$ cat src/rtl/pmod_in_if.sv
// Sample-pair handshake between the PmodI2S2 line-in receiver and its consumer.
// The receiver drives the pair and the sticky overrun flag; the consumer drives out_ready.
interface pmod_in_if #(
  parameter int DATA_W = 16
);
  logic [DATA_W-1:0] out_left;
  logic [DATA_W-1:0] out_right;
  logic              out_valid;
  logic              out_ready;
  logic              overrun;

  modport master (
    output out_left,
    output out_right,
    output out_valid,
    output overrun,
    input  out_ready
  );

  modport slave (
    input  out_left,
    input  out_right,
    input  out_valid,
    input  overrun,
    output out_ready
  );
endinterface

$ cat src/rtl/pmod_in.sv
// PmodI2S2 line-in receiver: generates mclk/sclk/lrck from clk and
// deserialises I2S left/right words into a valid/ready sample pair.
module pmod_in #(
  parameter int DATA_W = 16
) (
  input  logic      clk,
  input  logic      rst,
  input  logic      en,
  input  logic      sdin,
  output logic      mclk,
  output logic      sclk,
  output logic      lrck,
  pmod_in_if.master pair
);

  localparam logic [4:0] LSB_SLOT = 5'(DATA_W);
  localparam logic [3:0] CAP_PH   = 4'd12;

  logic [9:0]        cnt;
  logic              sdin_q;
  logic [DATA_W-1:0] shift;
  logic [DATA_W-1:0] hold;
  logic [DATA_W-1:0] left_q;
  logic [DATA_W-1:0] right_q;
  logic              valid_q;
  logic              ovr_q;

  logic [4:0]        slot;
  logic              cap;
  logic              in_word;
  logic              lsb_cap;
  logic              left_done;
  logic              pair_done;
  logic              xfer;
  logic [DATA_W-1:0] word_nxt;

  assign slot      = cnt[8:4];
  assign cap       = en && (cnt[3:0] == CAP_PH);
  assign in_word   = (slot != 5'd0) && (slot <= LSB_SLOT);
  assign lsb_cap   = cap && (slot == LSB_SLOT);
  assign left_done = lsb_cap && !cnt[9];
  assign pair_done = lsb_cap && cnt[9];
  assign xfer      = valid_q && pair.out_ready;
  assign word_nxt  = {shift[DATA_W-2:0], sdin_q};

  // Clocks come straight off counter flops, so they cannot glitch.
  assign mclk = cnt[1];
  assign sclk = cnt[3];
  assign lrck = cnt[9];

  always_ff @(posedge clk or posedge rst) begin
    if (rst) begin
      cnt <= 10'd0;
    end else if (en) begin
      cnt <= cnt + 10'd1;
    end else begin
      cnt <= 10'd0;
    end
  end

  always_ff @(posedge clk or posedge rst) begin
    if (rst) begin
      sdin_q <= 1'b0;
    end else begin
      sdin_q <= sdin;
    end
  end

  always_ff @(posedge clk or posedge rst) begin
    if (rst) begin
      shift <= '0;
      hold  <= '0;
    end else if (!en) begin
      shift <= '0;
      hold  <= '0;
    end else begin
      if (cap && in_word) begin
        shift <= word_nxt;
      end
      if (left_done) begin
        hold <= word_nxt;
      end
    end
  end

  // A completing pair wins over a transfer; it only overruns if unconsumed.
  always_ff @(posedge clk or posedge rst) begin
    if (rst) begin
      left_q  <= '0;
      right_q <= '0;
      valid_q <= 1'b0;
      ovr_q   <= 1'b0;
    end else if (pair_done) begin
      left_q  <= hold;
      right_q <= word_nxt;
      valid_q <= 1'b1;
      if (valid_q && !pair.out_ready) begin
        ovr_q <= 1'b1;
      end
    end else if (xfer) begin
      valid_q <= 1'b0;
    end
  end

  assign pair.out_left  = left_q;
  assign pair.out_right = right_q;
  assign pair.out_valid = valid_q;
  assign pair.overrun   = ovr_q;

endmodule

$ cat src/flat_wrapper.sv
// flat-port wrapper written by rule: the top's interface ports become plain ports
module pmod_in_flat 
#(
  parameter int DATA_W = 16
)
  (clk, rst, en, sdin, mclk, sclk, lrck, pair_out_left, pair_out_right, pair_out_valid, pair_overrun, pair_out_ready);
  pmod_in_if #(.DATA_W(DATA_W)) pair_i ();
  input  logic clk;
  input  logic rst;
  input  logic en;
  input  logic sdin;
  output logic mclk;
  output logic sclk;
  output logic lrck;
  output wire logic [$bits(pair_i.out_left)-1:0] pair_out_left;
  output wire logic [$bits(pair_i.out_right)-1:0] pair_out_right;
  output wire logic [$bits(pair_i.out_valid)-1:0] pair_out_valid;
  output wire logic [$bits(pair_i.overrun)-1:0] pair_overrun;
  input wire logic [$bits(pair_i.out_ready)-1:0] pair_out_ready;
  assign pair_out_left = pair_i.out_left;
  assign pair_out_right = pair_i.out_right;
  assign pair_out_valid = pair_i.out_valid;
  assign pair_overrun = pair_i.overrun;
  assign pair_i.out_ready = pair_out_ready;
  pmod_in #(.DATA_W(DATA_W)) u_core (.clk(clk), .rst(rst), .en(en), .sdin(sdin), .mclk(mclk), .sclk(sclk), .lrck(lrck), .pair(pair_i));
endmodule
$ cat config.mk
export PLATFORM = sky130hd
export DESIGN_NAME = pmod_in_flat
export DESIGN_NICKNAME = d
export VERILOG_FILES = /design/src/rtl/pmod_in_if.sv /design/src/rtl/pmod_in.sv /design/src/flat_wrapper.sv
export SDC_FILE = /design/constraint.sdc
export NUM_CORES = 1
export LEC_CHECK = 0
export ABC_AREA = 1
export BUFFER_PORTS_ARGS = -buffer_cell sky130_fd_sc_hd__buf_2
export CAP_MARGIN = 20
export CORE_MARGIN = 1.5
export CORE_UTILIZATION = 53
export CTS_BUF_LIST = sky130_fd_sc_hd__clkbuf_8
export DETAILED_ROUTE_END_ITERATION = 10
export GPL_ROUTABILITY_DRIVEN = 0
export GPL_TIMING_DRIVEN = 0
export PLACE_DENSITY = 0.77
export REMOVE_ABC_BUFFERS = 1
export SLEW_MARGIN = 20
export SYNTH_ARGS = -nofsm -noshare
export SYNTH_HDL_FRONTEND = slang
export SYNTH_SLANG_ARGS = --single-unit
$ cat constraint.sdc
create_clock -name clk -period 2.8 [get_ports clk]
set_input_delay 0.84 -clock clk [delete_from_list [all_inputs] [get_ports clk]]
set_output_delay 0.84 -clock clk [all_outputs]
set_load 0.02 [all_outputs]
==> flow_summary.json, run 1 <==
{
  "grt_pass1_vias": 2197,
  "hold_viol": 0,
  "grt_max_degree": 57,
  "syn_area_sq_um": 3080,
  "dr.pass1.iters": 4,
  "drtAntennaViolNets": 0,
  "die_y_um": 79.3,
  "syn_to_final_growth_pct": 14.5,
  "nFillCells": 484,
  "ys_seq_area_frac": 0.617,
  "drv_cap": 0,
  "clockBufferDepth": 2,
  "critPathKind": "in2reg",
  "clk_latency_ns": 0.34,
  "final_area_sq_um": 3530,
  "power_mw": 2.09,
  "clock-sinks": 76,
  "drive_above_1_share": 0.167,
  "nets": 381,
  "skew_ns": 0.00899,
  "cp-start-kind": "input port",
  "end_kind": "flop",
  "worstHoldPathType": "reg2reg",
  "hold_buffers": 0,
  "worst_pin_slew_ns": 0.836,
  "cp.arrival_ns": 2.71,
  "drt-initial-drc-count": 214,
  "wl_per_cell_um": 12.7,
  "slew_viol_final": 0,
  "p_leak_nw": 1.90,
  "die_area_sq_um": 6290,
  "antenna_found_initial": 0,
  "grt-ovfl-total": 0,
  "outcome": "finished, final reports clean",
  "io_pins": 42,
  "insertedDiodeCount": 0,
  "cts_made_buffers": 9,
  "dpl.hpwl_um": 3500,
  "ys_warn_count": 0,
  "post_dp_cell_area_sq_um": 3300,
  "rsz0062_at_grt": "no",
  "grt_use_total": 0.206,
  "via_per_inst": 5.17,
  "h-tree-depth": 3,
  "rows": 27,
  "utilization": 0.633,
  "synth_cell_type_count": 22,
  "path_clk_slew_ns": 0.08,
  "drt-total-wl_um": 5700,
  "cts_tree": "yes",
  "cp.required_ns": 3.08,
  "power_density_nw_per_um2": 591,
  "grt_pass1_wl_um": 9890,
  "io_buffers": 41,
  "yosys_register_bits": 76,
  "root_buffer": "clkbuf_8",
  "initial_core_util": 0.553,
  "finalCriticalPeriod_ns": 2.43,
  "core_area_sq_um": 5570,
  "avgSynthCellArea_sq_um": 9.12,
  "synthCells": 338,
  "max_freq_mhz": 412,
  "drc": 0,
  "slew_headroom": 0.441,
  "period_share": 0.867,
  "die_w_um": 79.3,
  "cp_max_fo": 56,
  "peakVddDrop_mv": 0.393,
  "setup_violations": 0,
  "via_count": 2321,
  "setup_tns_ns": 0
}
-- Yosys cell counts --
| cell | number | area [sq um] |
|---|---|---|
| nand2_1 | 131 | 492 |
| dfrtp_1 | 76 | 1900 |
| nand3_1 | 31 | 155 |
| o21ai_0 | 19 | 95.1 |
| inv_1 | 16 | 60.1 |
| nor2_1 | 15 | 56.3 |
| o21ai_1 | 15 | 75.1 |
| buf_2 | 11 | 55.1 |
| a21oi_1 | 4 | 20.0 |
| buf_6 | 3 | 33.8 |
| ha_1 | 3 | 37.5 |
| nand4_1 | 3 | 18.8 |
| buf_1 | 2 | 7.51 |
| a31oi_1 | 1 | 6.26 |
| clkbuf_1 | 1 | 3.75 |
| clkbuf_2 | 1 | 5.00 |
| clkinv_2 | 1 | 5.00 |
| nand3_2 | 1 | 10.0 |
| nand3_4 | 1 | 17.5 |
| nor2_4 | 1 | 11.3 |
| nor4_1 | 1 | 6.26 |
| o21bai_2 | 1 | 11.3 |
-- what timing repair did --
action	CTS	global route
gates resized for setup	0	1
buffers inserted	0	0
setup endpoints to repair	0	56
-- routing by layer --
| layer | GRT usage | up-vias | part of all wire |
|---|---|---|---|
| li1 | - | 1150 | - |
| met1 | 0.256 | 1104 | 0.46 |
| met2 | 0.341 | 59 | 0.47 |
| met3 | 0.0609 | 8 | 0.051 |
| met4 | 0.0737 | 0 | 0.014 |
| met5 | 0 | - | 0 |
-- metrics by stage --
| step | hold slack, ns | setup WS [ns] | instances |
|---|---|---|---|
| floorplan | 0.425 | 0.0217 | 320 |
| global placement | 0.448 | -0.824 | 433 |
| detailed placement | 0.455 | -0.291 | 434 |
| CTS | 0.468 | 0.0718 | 449 |
| global route | 0.482 | 0.0889 | 449 |
| finish | 0.464 | 0.372 | 449 |
-- flip-flops by register name (all words and copies together), names as in the netlist --
| register | cells |
|---|---|
| u_core.cnt | 10 |
| u_core.hold | 16 |
| u_core.pair.out_left | 16 |
| u_core.pair.out_right | 16 |
| u_core.pair.out_valid | 1 |
| u_core.pair.overrun | 1 |
| u_core.sdin_q | 1 |
| u_core.shift | 15 |
-- worst paths after layout --
path,start,to,slack (ns),cells past startpoint
setup / recovery,en,u_core.pair.out_right[3]$_DFFE_PP0P_,0.37,7
hold / removal,u_core.cnt[0]$_DFF_PP0_,u_core.cnt[0]$_DFF_PP0_,0.46,1
setup reg to reg,u_core.cnt[5]$_DFF_PP0_,u_core.pair.out_right[3]$_DFFE_PP0P_,0.60,6
hold reg to reg,u_core.cnt[0]$_DFF_PP0_,u_core.cnt[0]$_DFF_PP0_,0.46,1
max in group asynchronous,rst,u_core.pair.out_left[12]$_DFFE_PP0P_,1.75,3
min in group asynchronous,rst,u_core.sdin_q$_DFF_PP0_,0.50,2
-- cell usage in the layout (no fill, tap or decap), types with 2 or more instances in the layout --
master	Yosys	routed
ha_1	3	3
nand2_1	131	131
clkinv_2	1	2
o21ai_1	15	15
dfrtp_1	76	76
nand4_1	3	3
nor2_1	15	15
clkbuf_8	0	11
bufinv_16	0	2
nand3_1	31	31
inv_1	16	15
a21oi_1	4	4
buf_2	11	40
o21ai_0	19	19
-- kinds of logic (layout without fill, tap and decap cells) --
family,count (synthesis),after routing,share of synthesized area
AOI/OAI and AO/OA,40,40,0.0673
adders and majority gates,3,3,0.0122
buffers and inverters,35,74,0.0552
DFF,76,76,0.617
and+or+nand+nor,184,184,0.249
-- cell type report --
type                       count  area (sq um)  area share
timing repair buffer          42           235      0.0666
inverter                      17          67.6      0.0191
tap                           72          90.1      0.0255
sequential                    76          1900       0.539
clock inverter                 4          72.6      0.0206
multi-input combinational    227          1010       0.287
clock buffer                  11           151      0.0429
-- where the power goes --
| part | internal, mW | switching (mW) |
|---|---|---|
| clock network | 0.544 | 0.382 |
| logic | 0.0126 | 0.0425 |
| registers | 1.10 | 0.00371 |
-- critical path, cell delays in order --
cell and delay, ns:
clkbuf_4 0.47, nand2_1 0.18, nor2_4 0.17, nand3_4 0.34
clkinv_2 0.47, nand2_1 0.13, nand2_1 0.09
Note: power is estimated with default switching activity, not from simulation.
==> run 2: changes to the inputs <==
--- a/config.mk
+++ b/config.mk
@@ -5,16 +5,15 @@
 export SDC_FILE = /design/constraint.sdc
 export NUM_CORES = 1
 export LEC_CHECK = 0
-export ABC_AREA = 1
 export BUFFER_PORTS_ARGS = -buffer_cell sky130_fd_sc_hd__buf_2
 export CAP_MARGIN = 20
 export CORE_MARGIN = 1.5
-export CORE_UTILIZATION = 53
+export CORE_UTILIZATION = 54
 export CTS_BUF_LIST = sky130_fd_sc_hd__clkbuf_8
 export DETAILED_ROUTE_END_ITERATION = 10
 export GPL_ROUTABILITY_DRIVEN = 0
 export GPL_TIMING_DRIVEN = 0
-export PLACE_DENSITY = 0.77
+export PLACE_DENSITY = 0.78
 export REMOVE_ABC_BUFFERS = 1
 export SLEW_MARGIN = 20
 export SYNTH_ARGS = -nofsm -noshare
==> run 2 against run 1 <==
Effect of this change: clock power about the same; non-clock buffer count did not move; final cell count fell by 14%; largest cell class unchanged; core utilization down 0.82 points; register-to-register slack lost 0.37 ns.
==> flow_summary.json, run 2 <==
{
  "yosys-top-cells-area": "dfrtp_1, mux2_4, nand3_1",
  "cts_tree": "yes",
  "grt-ovfl-total": 0,
  "outcome": "finished, final reports clean",
  "ys_seq_area_frac": 0.583,
  "nets": 312,
  "via_count": 2216,
  "grt_max_degree": 41,
  "die_area_sq_um": 6510,
  "clkPwrFrac": 0.445,
  "setup_tns_ns": 0,
  "cp-start-kind": "input port",
  "cp.arrival_ns": 2.88,
  "synth_cell_type_count": 31,
  "clk_latency_ns": 0.35,
  "p_int_mw": 1.64,
  "yosys_register_bits": 76,
  "async_flop_share": 1.00,
  "clockBufferDepth": 2,
  "grt_pass1_wl_um": 10400,
  "seqPwrFrac": 0.531,
  "power_density_nw_per_um2": 568,
  "cp.required_ns": 3.03,
  "clock-sinks": 76,
  "end_kind": "flop",
  "drv_cap": 0,
  "synth_edf_count": 0,
  "post_cts_buffers": 0,
  "synth_top_area_share": 0.583,
  "final_common_cell": "dfrtp_1",
  "worstHoldPathType": "reg2reg",
  "core_area_sq_um": 5890,
  "slew_headroom": 0.507,
  "synth_area_leader_cell": "dfrtp_1",
  "peakVddDrop_mv": 0.268,
  "skew_ns": 0.0107,
  "worst_pin_slew_ns": 0.739,
  "syn_area_sq_um": 3260,
  "die_y_um": 80.7,
  "rows": 28,
  "insertedDiodeCount": 0,
  "via_per_inst": 5.77,
  "grt_pass1_vias": 2128,
  "layout_common_cells": "dfrtp_1, buf_2, nand3_1, o21ai_0, mux2_4",
  "rsz0062_at_grt": "no",
  "ys_top_cells_by_count": "dfrtp_1, nand3_1, o21ai_0, mux2_4, a21oi_1",
  "synth.most_common_cell": "dfrtp_1",
  "initial_core_util": 0.554,
  "root_buffer": "clkbuf_8",
  "synthCells": 270,
  "avgSynthCellArea_sq_um": 12.1,
  "finalCriticalPeriod_ns": 2.65,
  "drc": 0,
  "die_w_um": 80.7,
  "drive_above_1_share": 0.307,
  "dr.pass1.iters": 4,
  "p_sw_uw": 450,
  "drtAntennaViolNets": 0,
  "ys_warn_count": 0,
  "wl_per_cell_um": 16.7,
  "grt_use_total": 0.215,
  "cp_max_fo": 33,
  "path_clk_slew_ns": 0.08,
  "syn_to_final_growth_pct": 12.9,
  "period_share": 0.948,
  "power_mw": 2.09,
  "io_buffers": 41,
  "hold_viol": 0,
  "io_pins": 42,
  "h-tree-depth": 3,
  "p_comb_frac": 0.024,
  "dpl.hpwl_um": 3900,
  "setup_violations": 0,
  "drt-initial-drc-count": 201,
  "drt-total-wl_um": 6390,
  "p_leak_nw": 1.78,
  "cts_made_buffers": 9,
  "critPathKind": "in2reg",
  "p_sw_frac": 0.216,
  "slew_viol_final": 0,
  "max_freq_mhz": 377,
  "antenna_found_initial": 0,
  "yosys_most_used_dff": "dfrtp_1"
}
-- run 2: final timing paths --
kind	to	startpoint	slack (ns)	depth (start not counted)
setup reg to reg	u_core.hold[9]$_DFFE_PP0P_	u_core.cnt[5]$_DFF_PP0_	0.23	5
min in group asynchronous	u_core.pair.out_left[13]$_DFFE_PP0P_	rst	0.51	2
hold reg to reg	u_core.pair.overrun$_DFFE_PP0P_	u_core.pair.overrun$_DFFE_PP0P_	0.47	1
setup / recovery	u_core.pair.out_right[3]$_DFFE_PP0P_	en	0.15	4
hold / removal	u_core.pair.overrun$_DFFE_PP0P_	u_core.pair.overrun$_DFFE_PP0P_	0.47	1
max in group asynchronous	u_core.cnt[9]$_DFF_PP0_	rst	1.73	3
-- run 2: final cells by class --
cell class              count  area, sq um
fillers                   462         2210
flip-flops and latches     76         1900
multi-input cells         168         1200
repair buffers             42          225
clock buffers              10          138
well taps                  75         93.8
clock inverters             6         88.8
inverters                   7         28.8
-- run 2: power by group through the flow --
| stage | Combinational (mW) | Clock, mW | Sequential (mW) |
|---|---|---|---|
| 6_report | 0.0504 | 0.929 | 1.11 |
| 4_1_cts | 0.0520 | 0.937 | 1.11 |
| 2_1_floorplan | 0.0279 | 0 | 1.13 |
| 3_5_place_dp | 0.0520 | 0 | 1.13 |
| 3_3_place_gp | 0.0460 | 0 | 1.13 |
| 5_1_grt | 0.0588 | 0.986 | 1.11 |
-- run 2: through the flow --
step | hold slack (ns) | std cells | util | setup WS [ns] | cell area [sq um]
detailed placement | 0.458 | 367 | 0.584 | -0.699 | 3440
finish | 0.470 | 384 | 0.625 | 0.146 | 3680
global placement | 0.445 | 366 | 0.580 | -0.776 | 3420
global route | 0.517 | 384 | 0.625 | 0.0479 | 3680
floorplan | 0.481 | 250 | - | 0.0217 | 3120
CTS | 0.477 | 383 | 0.623 | -0.0102 | 3670
-- run 2: worst max-delay path, stage by stage --
cell and delay [ns]:
buf_2 0.35, and4_2 0.73, and3_4 0.55, mux2_2 0.39
-- run 2: what timing repair did --
action,4_1_cts,5_1_grt
resized for setup,2,1
endpoints found under the hold margin,0,0
setup endpoints to repair,50,32
pin swaps,0,1
hold buffers,0,0
cloned,0,1
-- run 2: logic make-up after synthesis --
family | after synthesis | share of synthesized area
muxes | 33 | 0.146
and+or+nand+nor | 71 | 0.108
DFF | 76 | 0.583
xor gates and xnor gates | 3 | 0.00806
buffers and inverters | 27 | 0.0522
adders and majority gates | 3 | 0.0115
AOI/OAI and AO/OA | 57 | 0.0909
-- run 2: layer usage --
metal  track usage  vias up  part of all wire
li1              -     1013                 -
met1         0.288     1126              0.44
met2         0.333       69              0.50
met3        0.0443        8             0.051
met4         0.110        0             0.013
met5             0        -                 0
==> run 3: changes to the inputs <==
--- a/config.mk
+++ b/config.mk
@@ -8,12 +8,10 @@
 export BUFFER_PORTS_ARGS = -buffer_cell sky130_fd_sc_hd__buf_2
 export CAP_MARGIN = 20
 export CORE_MARGIN = 1.5
-export CORE_UTILIZATION = 54
-export CTS_BUF_LIST = sky130_fd_sc_hd__clkbuf_8
+export CORE_UTILIZATION = 35
 export DETAILED_ROUTE_END_ITERATION = 10
 export GPL_ROUTABILITY_DRIVEN = 0
 export GPL_TIMING_DRIVEN = 0
-export PLACE_DENSITY = 0.78
 export REMOVE_ABC_BUFFERS = 1
 export SLEW_MARGIN = 20
 export SYNTH_ARGS = -nofsm -noshare
==> run 3 against run 2 <==
Effect of this change: first-iteration DRC count fell by 27%; combinational power rose by 3%; critical path depth did not move; via count fell by 3.5%; total power rose by 0.36%; routed wire length rose by 0.91%; clock-buffer cell count rose by 1; die area rose by 52%; clock power rose by 0.8%; flip-flop and latch count did not move; critical endpoint is now u_core.pair.out_right[6]$_DFFE_PP0P_; largest power group unchanged.
==> flow_summary.json, run 3 (same netlist as run 2, synthesis figures left out) <==
{
  "hold_viol": 0,
  "drive_above_1_share": 0.312,
  "grt-ovfl-total": 0,
  "nFillCells": 845,
  "slew_headroom": 0.489,
  "grt_pass1_vias": 2133,
  "layout_common_cells": "dfrtp_1, buf_2, nand3_1, o21ai_0, mux2_4",
  "cts_tree": "yes",
  "rows": 35,
  "dr.pass1.iters": 4,
  "dpl.hpwl_um": 3840,
  "h-tree-depth": 3,
  "nets": 312,
  "place_ws_ns": -0.740,
  "io_pins": 42,
  "die_area_sq_um": 9900,
  "worst_pin_slew_ns": 0.765,
  "drt-total-wl_um": 6450,
  "skew_ns": 0.00620,
  "drtAntennaViolNets": 0,
  "cp.required_ns": 3.03,
  "wl_per_cell_um": 15.4,
  "core_area_sq_um": 9150,
  "p_leak_nw": 1.78,
  "post_dp_cell_area_sq_um": 3490,
  "cts_made_buffers": 9,
  "period_share": 0.943,
  "clock-sinks": 76,
  "die_w_um": 99.5,
  "drv_cap": 0,
  "die_y_um": 99.5,
  "max_freq_mhz": 379,
  "final_area_sq_um": 3720,
  "io_buffers": 41,
  "antenna_found_initial": 0,
  "setup_violations": 0,
  "placed_cells": 403,
  "insertedDiodeCount": 0,
  "worstHoldPathType": "reg2reg",
  "power_density_nw_per_um2": 563,
  "end_kind": "flop",
  "grt_pass1_wl_um": 10900,
  "grt_use_total": 0.140,
  "cp_max_fo": 33,
  "hold_buffers": 0,
  "root_buffer": "clkbuf_8",
  "rsz0062_at_grt": "no",
  "clockBufferDepth": 2,
  "setup_ws_ns": 0.159,
  "critPathKind": "in2reg",
  "cp.arrival_ns": 2.87,
  "post_cts_buffers": 0,
  "outcome": "finished, final reports clean",
  "cp-start-kind": "input port",
  "via_count": 2138,
  "via_per_inst": 5.10,
  "grt_max_degree": 42,
  "drc": 0,
  "clk_latency_ns": 0.34,
  "drt-initial-drc-count": 146,
  "power_mw": 2.10,
  "final_common_cell": "dfrtp_1",
  "slew_viol_final": 0,
  "stdcell_count": 419,
  "syn_to_final_growth_pct": 14.2,
  "rrSetupSlack_ns": 0.36,
  "finalCriticalPeriod_ns": 2.64,
  "path_clk_slew_ns": 0.08,
  "initial_core_util": 0.356,
  "peakVddDrop_mv": 0.217
}
==> run 3: worst max-delay path, stage by stage <==
cell and delay, ns:
buf_2 0.35, and4_2 0.72, and3_4 0.55, mux2_2 0.38
==> run 3: worst paths after layout <==
path                                                  from                                    to  cells past startpoint
max in group asynchronous                              rst               u_core.cnt[0]$_DFF_PP0_                      3
min in group asynchronous                              rst       u_core.pair.overrun$_DFFE_PP0P_                      2
min reg2reg                u_core.pair.overrun$_DFFE_PP0P_       u_core.pair.overrun$_DFFE_PP0P_                      1
min                        u_core.pair.overrun$_DFFE_PP0P_       u_core.pair.overrun$_DFFE_PP0P_                      1
max reg2reg                        u_core.cnt[1]$_DFF_PP0_  u_core.pair.out_right[6]$_DFFE_PP0P_                      5
max                                                     en  u_core.pair.out_right[6]$_DFFE_PP0P_                      4
==> run 3: routing by layer <==
| layer | global-route usage | up-vias | part of all wire |
|---|---|---|---|
| met5 | 0 | - | 0 |
| met4 | 0.0596 | 0 | 0.0068 |
| met1 | 0.195 | 1060 | 0.48 |
| met3 | 0.0281 | 6 | 0.060 |
| li1 | - | 1018 | - |
| met2 | 0.213 | 54 | 0.45 |
==> run 3: power by group <==
group	leakage (nW)	switching, mW	internal [mW]
clock	0.111	0.392	0.544
combinational	0.614	0.0404	0.0115
sequential	1.06	0.00686	1.10
==> run 3: area by class of cell <==
cell class              count  area (sq um)  area share
well taps                 111           139      0.0373
clock inverters             4          72.6      0.0195
repair buffers             42           225      0.0605
inverters                   7          28.8     0.00773
clock buffers              11           151      0.0407
flip-flops and latches     76          1900       0.511
multi-input cells         168          1200       0.324
==> run 3: through the flow <==
step	hold slack, ns	util	TNS [ns]
floorplan	0.481	-	0
global placement	0.444	0.378	-93.63
detailed placement	0.457	0.381	-29.93
CTS	0.474	0.406	0
global route	0.493	0.407	0
finish	0.466	0.407	0
==> run 3: timing repair <==
action,4_1_cts,5_1_grt
setup endpoints to repair,38,15
gates resized for setup,1,2
cloned,1,0
hold endpoints to repair,0,0
pin swaps,1,0
